<file path="config.mk">
export PLATFORM = sky130hd
export DESIGN_NAME = tns_encoder_pipe
export DESIGN_NICKNAME = d
export VERILOG_FILES = /design/src/rtl/tns_encoder_pipe.sv
export SDC_FILE = /design/constraint.sdc
export NUM_CORES = 1
export LEC_CHECK = 0
export ABC_AREA = 1
export CAP_MARGIN = 20
export CORE_MARGIN = 2
export CORE_UTILIZATION = 65
export CTS_CLUSTER_SIZE = 25
export DETAILED_ROUTE_END_ITERATION = 6
export HOLD_SLACK_MARGIN = 0.08
export PLACE_DENSITY = 0.85
export SLEW_MARGIN = 20
export SYNTH_ARGS = -nofsm -noshare
export SYNTH_HDL_FRONTEND = slang
export SYNTH_SLANG_ARGS = --single-unit
</file>
<file path="constraint.sdc">
create_clock -name clock -period 5.33 [get_ports clock]
set_input_delay 0.7995 -clock clock [delete_from_list [all_inputs] [get_ports clock]]
set_output_delay 0.7995 -clock clock [all_outputs]
set_load 0.05 [all_outputs]
</file>
<file path="src/rtl/tns_encoder_pipe.sv">
// -----------------------------------------------------------------------------
// tns_encoder_pipe
// Parametrised TNS-CAC encoder. Maps a DW-bit binary word onto NG three-wire
// groups (CW = 3*NG code bits) for a crosstalk-avoiding bus driver.
// Each group g holds three weights {A,B,C}. Groups are encoded from the MSB
// group (NG-1) down to group 0. A remainder starts at the input value and
// loses the weight of every bit that gets set. When the remainder falls in the
// ambiguous window [A, A+C), the a-bit repeats the a-bit last sent on that
// group (the transition memory).
//
// PIPELINED = 1 : one register stage per group, latency NG.
// PIPELINED = 0 : a single combinational chain and an output register, latency 1.
// Both builds give the same code sequence for the same input order.
//
// Ports
//   clock      rising-edge clock
//   reset      asynchronous, active-high reset
//   mem_clear  synchronous clear of every memory bit
//   in_valid   input word valid
//   in_ready   encoder can take a word this cycle
//   in_data    binary value to encode
//   out_valid  out_code / out_err valid
//   out_ready  downstream accepts the output
//   out_code   code word; bits [3g+2:3g] are {a,b,c} of group g
//   out_err    input was larger than the sum of all weights
// -----------------------------------------------------------------------------
module tns_encoder_pipe #(
   parameter int NG = 4,
   parameter int DW = 11,
   parameter int WW = 12,
   parameter logic [3*NG*WW-1:0] WEIGHTS = {
      12'd1029, 12'd686, 12'd343,
      12'd147,  12'd98,  12'd49,
      12'd21,   12'd14,  12'd7,
      12'd3,    12'd2,   12'd1
   },
   parameter bit PIPELINED = 1'b1
) (
   input  logic            clock,
   input  logic            reset,
   input  logic            mem_clear,
   input  logic            in_valid,
   output logic            in_ready,
   input  logic [DW-1:0]   in_data,
   output logic            out_valid,
   input  logic            out_ready,
   output logic [3*NG-1:0] out_code,
   output logic            out_err
);

   localparam int CW = 3*NG;

   typedef struct packed {
      logic [2:0]    bits;
      logic [WW-1:0] rem;
   } grpRes_t;

   // slot 2 = A, slot 1 = B, slot 0 = C of group g
   function automatic logic [WW-1:0] weightOf(input int g, input int slot);
      return WEIGHTS[(3*g+slot)*WW +: WW];
   endfunction

   function automatic int sumWeights();
      int s;
      s = 0;
      for (int i = 0; i < 3*NG; i++) begin
         s += int'(WEIGHTS[i*WW +: WW]);
      end
      return s;
   endfunction

   localparam int MAXVAL_I = sumWeights();
   localparam logic [WW:0] MAXVAL = MAXVAL_I[WW:0];

   // Encodes one group. The weights guarantee the remainder never underflows.
   // In group 0, C is 1, so the c-bit is simply the remaining LSB.
   function automatic grpRes_t encGroup(input logic [WW-1:0] remIn,
                                        input logic memBit, input int g);
      grpRes_t res;
      logic [WW-1:0] wA, wB, wC, r;
      logic a, b, c;
      wA = weightOf(g, 2);
      wB = weightOf(g, 1);
      wC = weightOf(g, 0);
      r  = remIn;
      if (r < wA) begin
         a = 1'b0;
      end else if (r >= wA + wC) begin
         a = 1'b1;
      end else begin
         a = memBit;
      end
      if (a) begin
         r = r - wA;
      end
      b = (r >= wB);
      if (b) begin
         r = r - wB;
      end
      if (g == 0) begin
         c = r[0];
      end else begin
         c = (r >= wC);
      end
      if (c) begin
         r = r - wC;
      end
      res.bits = {a, b, c};
      res.rem  = r;
      return res;
   endfunction

   // An out-of-range word still travels down the pipe, but with a zero
   // remainder. Its code is forced to zero and it never touches the memory.
   logic          inErr;
   logic [WW-1:0] inRem;

   assign inErr = ({{(WW+1-DW){1'b0}}, in_data} > MAXVAL);
   assign inRem = inErr ? '0 : {{(WW-DW){1'b0}}, in_data};

   if (PIPELINED) begin : gPipe
      logic [NG-1:0] validQ;
      logic [NG-1:0] errQ;
      logic [NG-1:0] memQ;
      logic [WW-1:0] remQ  [NG];
      logic [CW-1:0] codeQ [NG];
      logic [NG-1:0] stageInValid;
      logic [NG-1:0] stageInErr;
      logic [NG-1:0] stageReady;
      logic [NG-1:0] stageLoad;
      logic [WW-1:0] stageInRem  [NG];
      logic [CW-1:0] stageInCode [NG];
      logic [CW-1:0] codeD       [NG];
      grpRes_t       stageRes    [NG];

      // Stage k handles group NG-1-k. Ready ripples back from the output:
      // a stage can load if it is empty or if its word moves on this cycle,
      // so a full pipe with out_ready high never inserts a bubble.
      always_comb begin
         stageInValid = '0;
         stageInErr   = '0;
         stageReady   = '0;
         stageLoad    = '0;
         stageInRem   = '{default: '0};
         stageInCode  = '{default: '0};
         codeD        = '{default: '0};
         stageRes     = '{default: '0};

         stageReady[NG-1] = ~validQ[NG-1] | out_ready;
         for (int k = NG-2; k >= 0; k--) begin
            stageReady[k] = ~validQ[k] | stageReady[k+1];
         end

         stageInValid[0] = in_valid;
         stageInErr[0]   = inErr;
         stageInRem[0]   = inRem;
         stageInCode[0]  = '0;
         for (int k = 1; k < NG; k++) begin
            stageInValid[k] = validQ[k-1];
            stageInErr[k]   = errQ[k-1];
            stageInRem[k]   = remQ[k-1];
            stageInCode[k]  = codeQ[k-1];
         end

         for (int k = 0; k < NG; k++) begin
            stageRes[k]  = encGroup(stageInRem[k], memQ[NG-1-k], NG-1-k);
            stageLoad[k] = stageInValid[k] & stageReady[k];
            codeD[k]     = stageInErr[k] ? '0 :
                           (stageInCode[k] | (CW'(stageRes[k].bits) << (3*(NG-1-k))));
         end
      end

      // Stage registers plus per-group memory. Each memory bit is written
      // only when its own stage loads a word, so words update the memory in
      // input order, exactly as in the combinational build. mem_clear
      // overrides that write.
      always_ff @(posedge clock or posedge reset) begin
         if (reset) begin
            validQ <= '0;
            errQ   <= '0;
            memQ   <= '0;
            for (int k = 0; k < NG; k++) begin
               remQ[k]  <= '0;
               codeQ[k] <= '0;
            end
         end else begin
            for (int k = 0; k < NG; k++) begin
               if (stageReady[k]) begin
                  validQ[k] <= stageInValid[k];
               end
               if (stageLoad[k]) begin
                  remQ[k]  <= stageRes[k].rem;
                  codeQ[k] <= codeD[k];
                  errQ[k]  <= stageInErr[k];
               end
            end
            if (mem_clear) begin
               memQ <= '0;
            end else begin
               for (int k = 0; k < NG; k++) begin
                  if (stageLoad[k] && !stageInErr[k]) begin
                     memQ[NG-1-k] <= stageRes[k].bits[2];
                  end
               end
            end
         end
      end

      assign in_ready  = stageReady[0];
      assign out_valid = validQ[NG-1];
      assign out_code  = codeQ[NG-1];
      assign out_err   = errQ[NG-1];
   end else begin : gComb
      logic          outValidQ;
      logic          outErrQ;
      logic [CW-1:0] outCodeQ;
      logic [CW-1:0] codeD;
      logic [NG-1:0] memQ;
      logic [NG-1:0] aBits;
      logic          outFree;
      logic          accept;

      // Whole group chain in one cycle, MSB group first.
      always_comb begin
         logic [WW-1:0] r;
         grpRes_t       res;
         r     = inRem;
         res   = '0;
         codeD = '0;
         aBits = '0;
         for (int g = NG-1; g >= 0; g--) begin
            res             = encGroup(r, memQ[g], g);
            codeD[3*g +: 3] = res.bits;
            aBits[g]        = res.bits[2];
            r               = res.rem;
         end
         if (inErr) begin
            codeD = '0;
         end
      end

      assign outFree = ~outValidQ | out_ready;
      assign accept  = in_valid & outFree;

      // Output register holds its word while it is stalled. The memory
      // takes the new a-bits of each accepted in-range word unless a
      // clear arrives in the same cycle.
      always_ff @(posedge clock or posedge reset) begin
         if (reset) begin
            outValidQ <= 1'b0;
            outErrQ   <= 1'b0;
            outCodeQ  <= '0;
            memQ      <= '0;
         end else begin
            if (outFree) begin
               outValidQ <= in_valid;
               if (in_valid) begin
                  outCodeQ <= codeD;
                  outErrQ  <= inErr;
               end
            end
            if (mem_clear) begin
               memQ <= '0;
            end else if (accept && !inErr) begin
               memQ <= aBits;
            end
         end
      end

      assign in_ready  = outFree;
      assign out_valid = outValidQ;
      assign out_code  = outCodeQ;
      assign out_err   = outErrQ;
   end

endmodule

</file>
After elaboration in Yosys (flattened, before gate mapping)
Cells that the tools add are included.

storage, ports and cells
  output and inout bits = 15
  flip-flop bits (word level) = 83
  bits of input ports = 16
  logic and storage cells = 84

cells by class
  bitwise gates (word level) = 15
  multiplexer cells = 24
  reductions and logical operators = 4
  $lt $le $gt $ge = 15
  $add $sub $neg = 11

operators with widths
  operator                                                                                count
  12-bit two-way mux                                                                      10
  12-bit by 3-bit greater-or-equal comparator with 1-bit output (second input constant)   2
  1-bit two-way mux                                                                       13
  12-bit by 10-bit greater-or-equal comparator with 1-bit output (second input constant)  1
  12-bit by 2-bit greater-or-equal comparator with 1-bit output (second input constant)   1
  12-bit by 4-bit greater-or-equal comparator with 1-bit output (second input constant)   1
  12-bit by 5-bit greater-or-equal comparator with 1-bit output (second input constant)   1
  12-bit by 6-bit greater-or-equal comparator with 1-bit output (second input constant)   1
  12-bit by 7-bit greater-or-equal comparator with 1-bit output (second input constant)   1
  12-bit by 8-bit greater-or-equal comparator with 1-bit output (second input constant)   1
  12-bit by 9-bit greater-or-equal comparator with 1-bit output (second input constant)   1
  12-bit by 2-bit < comparator with 1-bit output (second input constant)                  1
  12-bit by 5-bit < comparator with 1-bit output (second input constant)                  1
  12-bit by 8-bit < comparator with 1-bit output (second input constant)                  1
  12-bit by 3-bit OR with 12-bit output                                                   1
  12-bit by 6-bit OR with 12-bit output                                                   1
  12-bit by 9-bit OR with 12-bit output                                                   1
  11-bit by 11-bit subtractor with 12-bit output (second input constant)                  1
  12-bit by 10-bit subtractor with 12-bit output (second input constant)                  1
  12-bit by 2-bit subtractor with 12-bit output (second input constant)                   1
  12-bit by 3-bit subtractor with 12-bit output (second input constant)                   1
  12-bit by 4-bit subtractor with 12-bit output (second input constant)                   1
  12-bit by 5-bit subtractor with 12-bit output (second input constant)                   1
  12-bit by 6-bit subtractor with 12-bit output (second input constant)                   1
  11 further kinds                                                                        23

Depth between registers and ports, before layout
Gate-level depths: netlist (run 1).

  depth after elaboration = 8
  depth in mapped cells = 28
  mapped depth without buffers = 27

Worst setup path before layout (run 1)
Ideal clock, no wire load.

  path kind = input-to-reg
  start point = in in_data[0]
  end point = reg gPipe.remQ[44] (netlist name)
  setup time = 0.117 ns
  arrival = 3.423 ns
  setup slack = 1.790 ns
  data required time = 5.213 ns
  path buffers = 3
  stages on the path = 27
  path through = inv_1 -> ha_1 -> inv_1 -> nand2_2 -> nand3_1 -> nor2_1 -> nor2_2 -> buf_4 -> nand3_1 -> nand2_1 -> nand2_2 -> nand2_1 -> nand3_2 -> nor2_4 -> nand2_2 -> buf_6 -> nand2_1 -> and2_1 -> ha_1 -> nand3_1 -> a21oi_2 -> nand2_2 -> nand2_4 -> buf_6 -> nand3_1 -> nand3_1 -> nand2_1

on the way
  cells in the longest elaborated chain, start to end = 8
  elaborated cells between the ends (all ways) = 12
  classes of those cells = add/sub (3); order compare (4); mux (5)

ends and longest elaborated chain
  what                                                                                                                              RTL line  text
  start: declaration                                                                                                                44        input logic [DW-1:0] in_data,
  11-bit greater-or-equal comparator                                                                                                88        end else if (r >= wA + wC) begin
  1-bit two-way mux                                                                                                                 88
  1-bit two-way mux                                                                                                                 86        if (r < wA) begin
  12-bit two-way mux *                                                                                                              93        if (a) begin
  12-bit by 10-bit subtractor with 12-bit output or 12-bit by 10-bit greater-or-equal comparator with 1-bit output (tied branches)  98, 96
  12-bit two-way mux *                                                                                                              97        if (b) begin
  12-bit by 9-bit subtractor with 12-bit output or 12-bit by 9-bit greater-or-equal comparator with 1-bit output (tied branches)    106, 103
  12-bit two-way mux *                                                                                                              105       if (c) begin
  end signal: indexed assignment                                                                                                    192       remQ[k] <= stageRes[k].rem;
  end: declaration                                                                                                                  125       logic [WW-1:0] remQ [NG];

Every way passes the cells marked *; elsewhere a longest branch is shown, timed or not.
A chain may end at the register's enable or synchronous reset.

Worst setup path in the final report (run 1)
  start point = in in_data[0]
  end point = reg gPipe.remQ[42] (netlist name)

Same word-level chain as after synthesis.

==> flow_summary.ini, run 1 <==
[yosys]
synth.top_cell.area_share_pct = 28.2
yosysWarningCount = 0
yosys-top-cells-area = dfrtp_1 28%, nand2_1 22%, nand3_1 9.1%
synth_most_common_cell = nand2_1
synth_ff_type = dfrtp_1
synth_common_cells = 380 x nand2_1, 142 x inv_1, 119 x nand3_1, 78 x nor2_1, 74 x dfrtp_1
synth.cell_area_um2 = 6570
synthArstFlopShare_pct = 100
avgSynthCellArea_um2 = 6.23
synth_edf_count = 0
syn-num-nets = 1084
yosysTopAreaCell = dfrtp_1
ys_ff_latch = 74
ys_seq_area_share_pct = 28.2
netlist_instances = 1054
synth_cell_type_count = 44

[global_route]
grt_remaining_overflow = 0
antenna_found_initial = 0
grt_usage_pct = 26.7
grt_max_degree = 41
grt_first_pass_wirelength_um = 24900
grt_pass1_vias = 5858

[setup_path]
worstPathMaxFanout = 18
worstReg2RegStart = gPipe.remQ[24]
worstPathArrival_ps = 4370
required_ps = 5570
worst_setup_path_end_kind = flop
reg2reg_slack_ps = 1560
start_kind = primary input
crit_type = primary input to flop
startpoint = in_data[0]

[clock_network]
clk_path_buf_depth = 2
cts_setup_buffers = 0
cts-root-buf = clkbuf_8
cts_tree = done
htreeDepth = 3
cts_resized = 0
path_clk_slew_ps = 80
worstSkewPairLatency_ps = 350
clock-sinks = 74
cts_buffers = 9
hold_buffers = 0

[route]
drt_wl_total_um = 13800
drt_iter0_markers = 398
viasPerCell = 5.30
wl_per_cell_um = 11.4
drc = 0
vias = 6434
drtAntennaViolNets = 0
dr.pass1.iters = 5

[sta]
setup_slack_ps = 1210
slew_violations = 0
hold_slack_ps = 462
min_period_over_period_pct = 77.4
tns_ps = 0
period_needed_ps = 4120
rsz0062_at_grt = no
hold_viol = 0
slew_headroom_pct = 48.0
setup_viol = 0
worst_pin_slew_ps = 779
fmax_ghz = 0.242
fin_skew_ps = 11.3

[floorplanning]
dieWidth_um = 105
start_util_pct = 67.2
io_pins = 31
rows = 36
die_y_um = 105
die_area_um2 = 10900
fp.coreArea_um2 = 9770

[run]
maxCapViolCount = 0

[status]
status = finished, final reports clean

[place]
gp_congestion = 0.917
hpwl_um = 10800
pre_cts_slack_ps = 838
numPortBuffers = 29

[min_path]
min_path_type = flop to flop
min-delay-start = gPipe.validQ[2]

[cells_and_area]
drive_above_1_share_pct = 8.14
diodes = 0
fin_nets = 1106
syn_to_final_growth_pct = 7.96
==> state kept, by name, indices dropped and copies added, names as in the netlist <==
| name | cells |
|---|---|
| gPipe.memQ | 4 |
| gPipe.remQ | 36 |
| gPipe.validQ | 4 |
| out_code | 12 |
| gPipe.codeQ | 18 |
==> worst paths after layout <==
path	endpoint	cells after the start
worst min-delay path	gPipe.validQ[3]	2
min in group asynchronous	gPipe.validQ[3]	2
worst max-delay path	gPipe.remQ[42]	25
max in group asynchronous	gPipe.remQ[31]	3
worst min register to register	gPipe.validQ[3]	2
worst max register to register	gPipe.remQ[13]	23
==> per-layer routing <==
| layer | vias to the layer above | track usage [%] | share of wire (%) |
|---|---|---|---|
| met3 | 9 | 3.70 | 3.4 |
| met4 | 0 | 5.50 | 0.67 |
| met1 | 2980 | 35.0 | 47 |
| met5 | - | 0 | 0 |
| met2 | 99 | 47.1 | 49 |
| li1 | 3346 | - | - |
==> worst max-delay path, cell delays in order <==
cell	delay [ps]
clkdlybuf4s50_1	500
inv_1	50
ha_1	200
inv_1	80
nand2_2	90
nand3_1	90
nor2_1	50
nor2_2	310
nand3_1	120
nand2_1	90
nand2_2	90
nand2_1	100
nand3_2	110
nor2_4	210
nand2_2	210
nand2_1	130
and2_1	140
ha_1	180
nand3_1	120
a21oi_2	170
nand2_2	100
nand2_4	180
nand3_1	90
nand3_1	90
nand2_1	50
==> kinds of logic after synthesis <==
kind of cell               share of synthesized area (%)
and+or+nand+nor                                     44.6
buffers and inverters                               11.1
AOI/OAI and AO/OA                                   8.10
DFF                                                 28.2
xor gates and xnor gates                            5.32
adders and majority gates                           2.67
other                                             0.0571
==> layout make-up <==
class / instances / area (um^2)
multi-input combinational: 806 / 3990
tap: 133 / 166
timing repair buffer: 31 / 305
inverter: 154 / 578
clock buffer: 9 / 124
fill: 885 / 2680
clock inverter: 7 / 77.6
sequential: 74 / 1850
==> cell usage in the layout, fill, tap and decap left out, types with 4 or more instances in the layout <==
cell,synthesis,layout
inv_2,8,9
nand2_1,380,380
o21ai_0,48,48
nand2_2,26,26
nor2_1,78,78
clkdlybuf4s50_1,0,29
clkinv_1,4,4
nand4_1,20,20
nor3_1,5,5
a21oi_1,17,17
xor2_1,30,30
nor2_2,8,8
xnor2_1,8,8
o21ai_1,5,5
ha_1,14,14
nor2_4,5,5
nand2_4,4,4
dfrtp_1,74,74
nand3_1,119,119
nand3_2,8,8
clkbuf_8,0,9
inv_1,142,141
==> metrics by stage <==
step | std cells | utilization [%] | cell area (um^2)
final | 1214 | 72.5 | 7090
after global routing | 1214 | 72.5 | 7090
after CTS | 1214 | 72.5 | 7090
after detailed placement | 1198 | 70.5 | 6890
after global placement | 1198 | 70.5 | 6890
after floorplan | 1054 | - | 6570
Power of run 1 is not shown: default switching activity piles up to over one toggle a cycle in this logic, so the estimate is an artifact.
==> run 2: changes to the inputs <==
CORE_UTILIZATION = 56   (was 65)
PLACE_DENSITY = 0.78   (was 0.85)
clock period = 3.4 ns   (was 5.33 ns; I/O delays follow)
==> flow_summary.ini, run 2 (synthesized netlist as in run 1, its figures left out) <==
[cells_and_area]
finalNonFillerCells = 1351
fin_nets = 1233
final_cell_mix = 364 x nand2_1, 137 x inv_1, 116 x buf_4
final_common_cell = nand2_1
fin_area_um2 = 8510
diodes = 0
fill_cells = 876
syn_to_final_growth_pct = 29.6
utilization_pct = 74.5
largest_reg_flops = 36
drive_above_1_share_pct = 22.3
regMostFlops = gPipe.remQ

[setup_path]
cp_slowest_cell = dfrtp_1
crit_buf_inv = 2
worst_setup_path_end_kind = flop
crit_chain = o21ai_0 > nand3_4 > nand2_4 > nand2_1 > nand2_4 > nand3_4 > o21ai_4 > nand2_4 > buf_4 > nand2_1 > nand2_2 > nor2_2 > nand4_1 > buf_4 > nand3_2 > nand2_1 > nand3_1 > nand2_1
path_delay_family = simple AND/OR/NAND/NOR gates
slowest_delay_ps = 430
required_ps = 3620
worstPathMaxFanout = 12
start_kind = flop
crit_type = flop to flop
crit_top_cell = nand2_1
worstPathArrival_ps = 3420

[floorplanning]
rows = 39
start_util_pct = 57.5
fp.coreArea_um2 = 11400
die_area_um2 = 12600
dieWidth_um = 112
io_pins = 31
die_y_um = 112

[route]
wl_per_cell_um = 12.6
dr.pass1.iters = 5
drt_wl_total_um = 17000
vias = 7213
drtAntennaViolNets = 0
drc = 0
viasPerCell = 5.34
drt_iter0_markers = 460

[run]
maxCapViolCount = 0

[place]
hpwl_um = 12200
dp_cells = 1314
numPortBuffers = 29
placed_area_um2 = 7720
gp_congestion = 0.890

[clock_network]
cts_tree = done
clock-sinks = 74
cts_buffers = 9
cts-root-buf = clkbuf_16
path_clk_slew_ps = 60
htreeDepth = 3
hold_buffers = 0
worstSkewPairLatency_ps = 330
clk_path_buf_depth = 2

[sta]
tns_ps = 0
fin_skew_ps = 9.13
period_needed_ps = 3200
slew_violations = 0
setup_viol = 0
min_period_over_period_pct = 94.1
worst_pin_slew_ps = 818
hold_viol = 0
fmax_ghz = 0.312
slew_headroom_pct = 45.4

[global_route]
grt_remaining_overflow = 0
grt_first_pass_wirelength_um = 28700
grt_max_degree = 39
grt_pass1_vias = 6678
antenna_found_initial = 0
grt_usage_pct = 26.9

[pwr]
power_uw = 9770
cellLeakagePower_uw = 0.00462
vdd_drop_max_uv = 859
power_density_nw_per_um2 = 1150

[status]
status = finished, final reports clean

[min_path]
min_path_type = flop to flop
run 2: changes by cell type in the layout (fill, tap and decap cells not counted), sizes merged:
cell	delta
clkinv	-2
clkinvlp	+2
dlymetal6s2s	+3
nand3	+2
clkdlybuf4s50	-3
buf	+121
nand2	+4
run 2: path summary, 6_finish.rpt:
| path | to | cells past startpoint | slack [ps] | startpoint |
|---|---|---|---|---|
| setup reg to reg | gPipe.remQ[24] | 18 | 200 | gPipe.remQ[41] |
| hold / removal | gPipe.validQ[3] | 2 | 470 | gPipe.validQ[2] |
| hold reg to reg | gPipe.validQ[3] | 2 | 470 | gPipe.validQ[2] |
| min in group asynchronous | gPipe.validQ[0] | 2 | 650 | reset |
| max in group asynchronous | out_code[7] | 3 | 2080 | reset |
| setup / recovery | gPipe.remQ[24] | 18 | 200 | gPipe.remQ[41] |
run 2: worst min-delay path, stage by stage (launching register included):
cell	delay, ps
dfrtp_1	320
inv_1	50
nand2_1	60
run 2: final cells by class:
type	count	area (um^2)	area share [%]
repair buffers	152	1270	14.9
inverters	154	578	6.79
clock buffers	9	225	2.65
multi-input cells	812	4330	50.9
flip-flops and latches	74	1850	21.8
well taps	143	179	2.10
clock inverters	7	76.3	0.897
run 2: report_power, final:
group	total, uW	switching, uW	internal (uW)
sequential	1480	269	1210
clock	957	384	573
combinational	7330	4540	2790
total	9770	5190	4570
run 2: repair_timing:
item                                    4_1_cts  5_1_grt
setup buffers                                 1       13
endpoints found under the hold margin         0        0
resized for setup                             7       85
pin swaps                                     8       23
cloned                                        2        5
endpoints found under the setup margin       12       39
run 2: routing by layer:
metal | vias up | wire, um | GRT usage (%)
met2 | 169 | 8780 | 48.8
li1 | 3624 | - | -
met4 | 0 | 215 | 6.67
met3 | 18 | 655 | 3.51
met1 | 3402 | 7340 | 33.9
met5 | - | 0 | 0
run 2: per-stage QoR:
stage / worst slack, ps / hold WS, ps
finish: 200 / 466
global route: -46.0 / 505
CTS: 5.39 / 468
detailed placement: -522 / 454
global placement: -305 / 443
floorplan: 149 / 434
(Power assumes the default switching activity.)
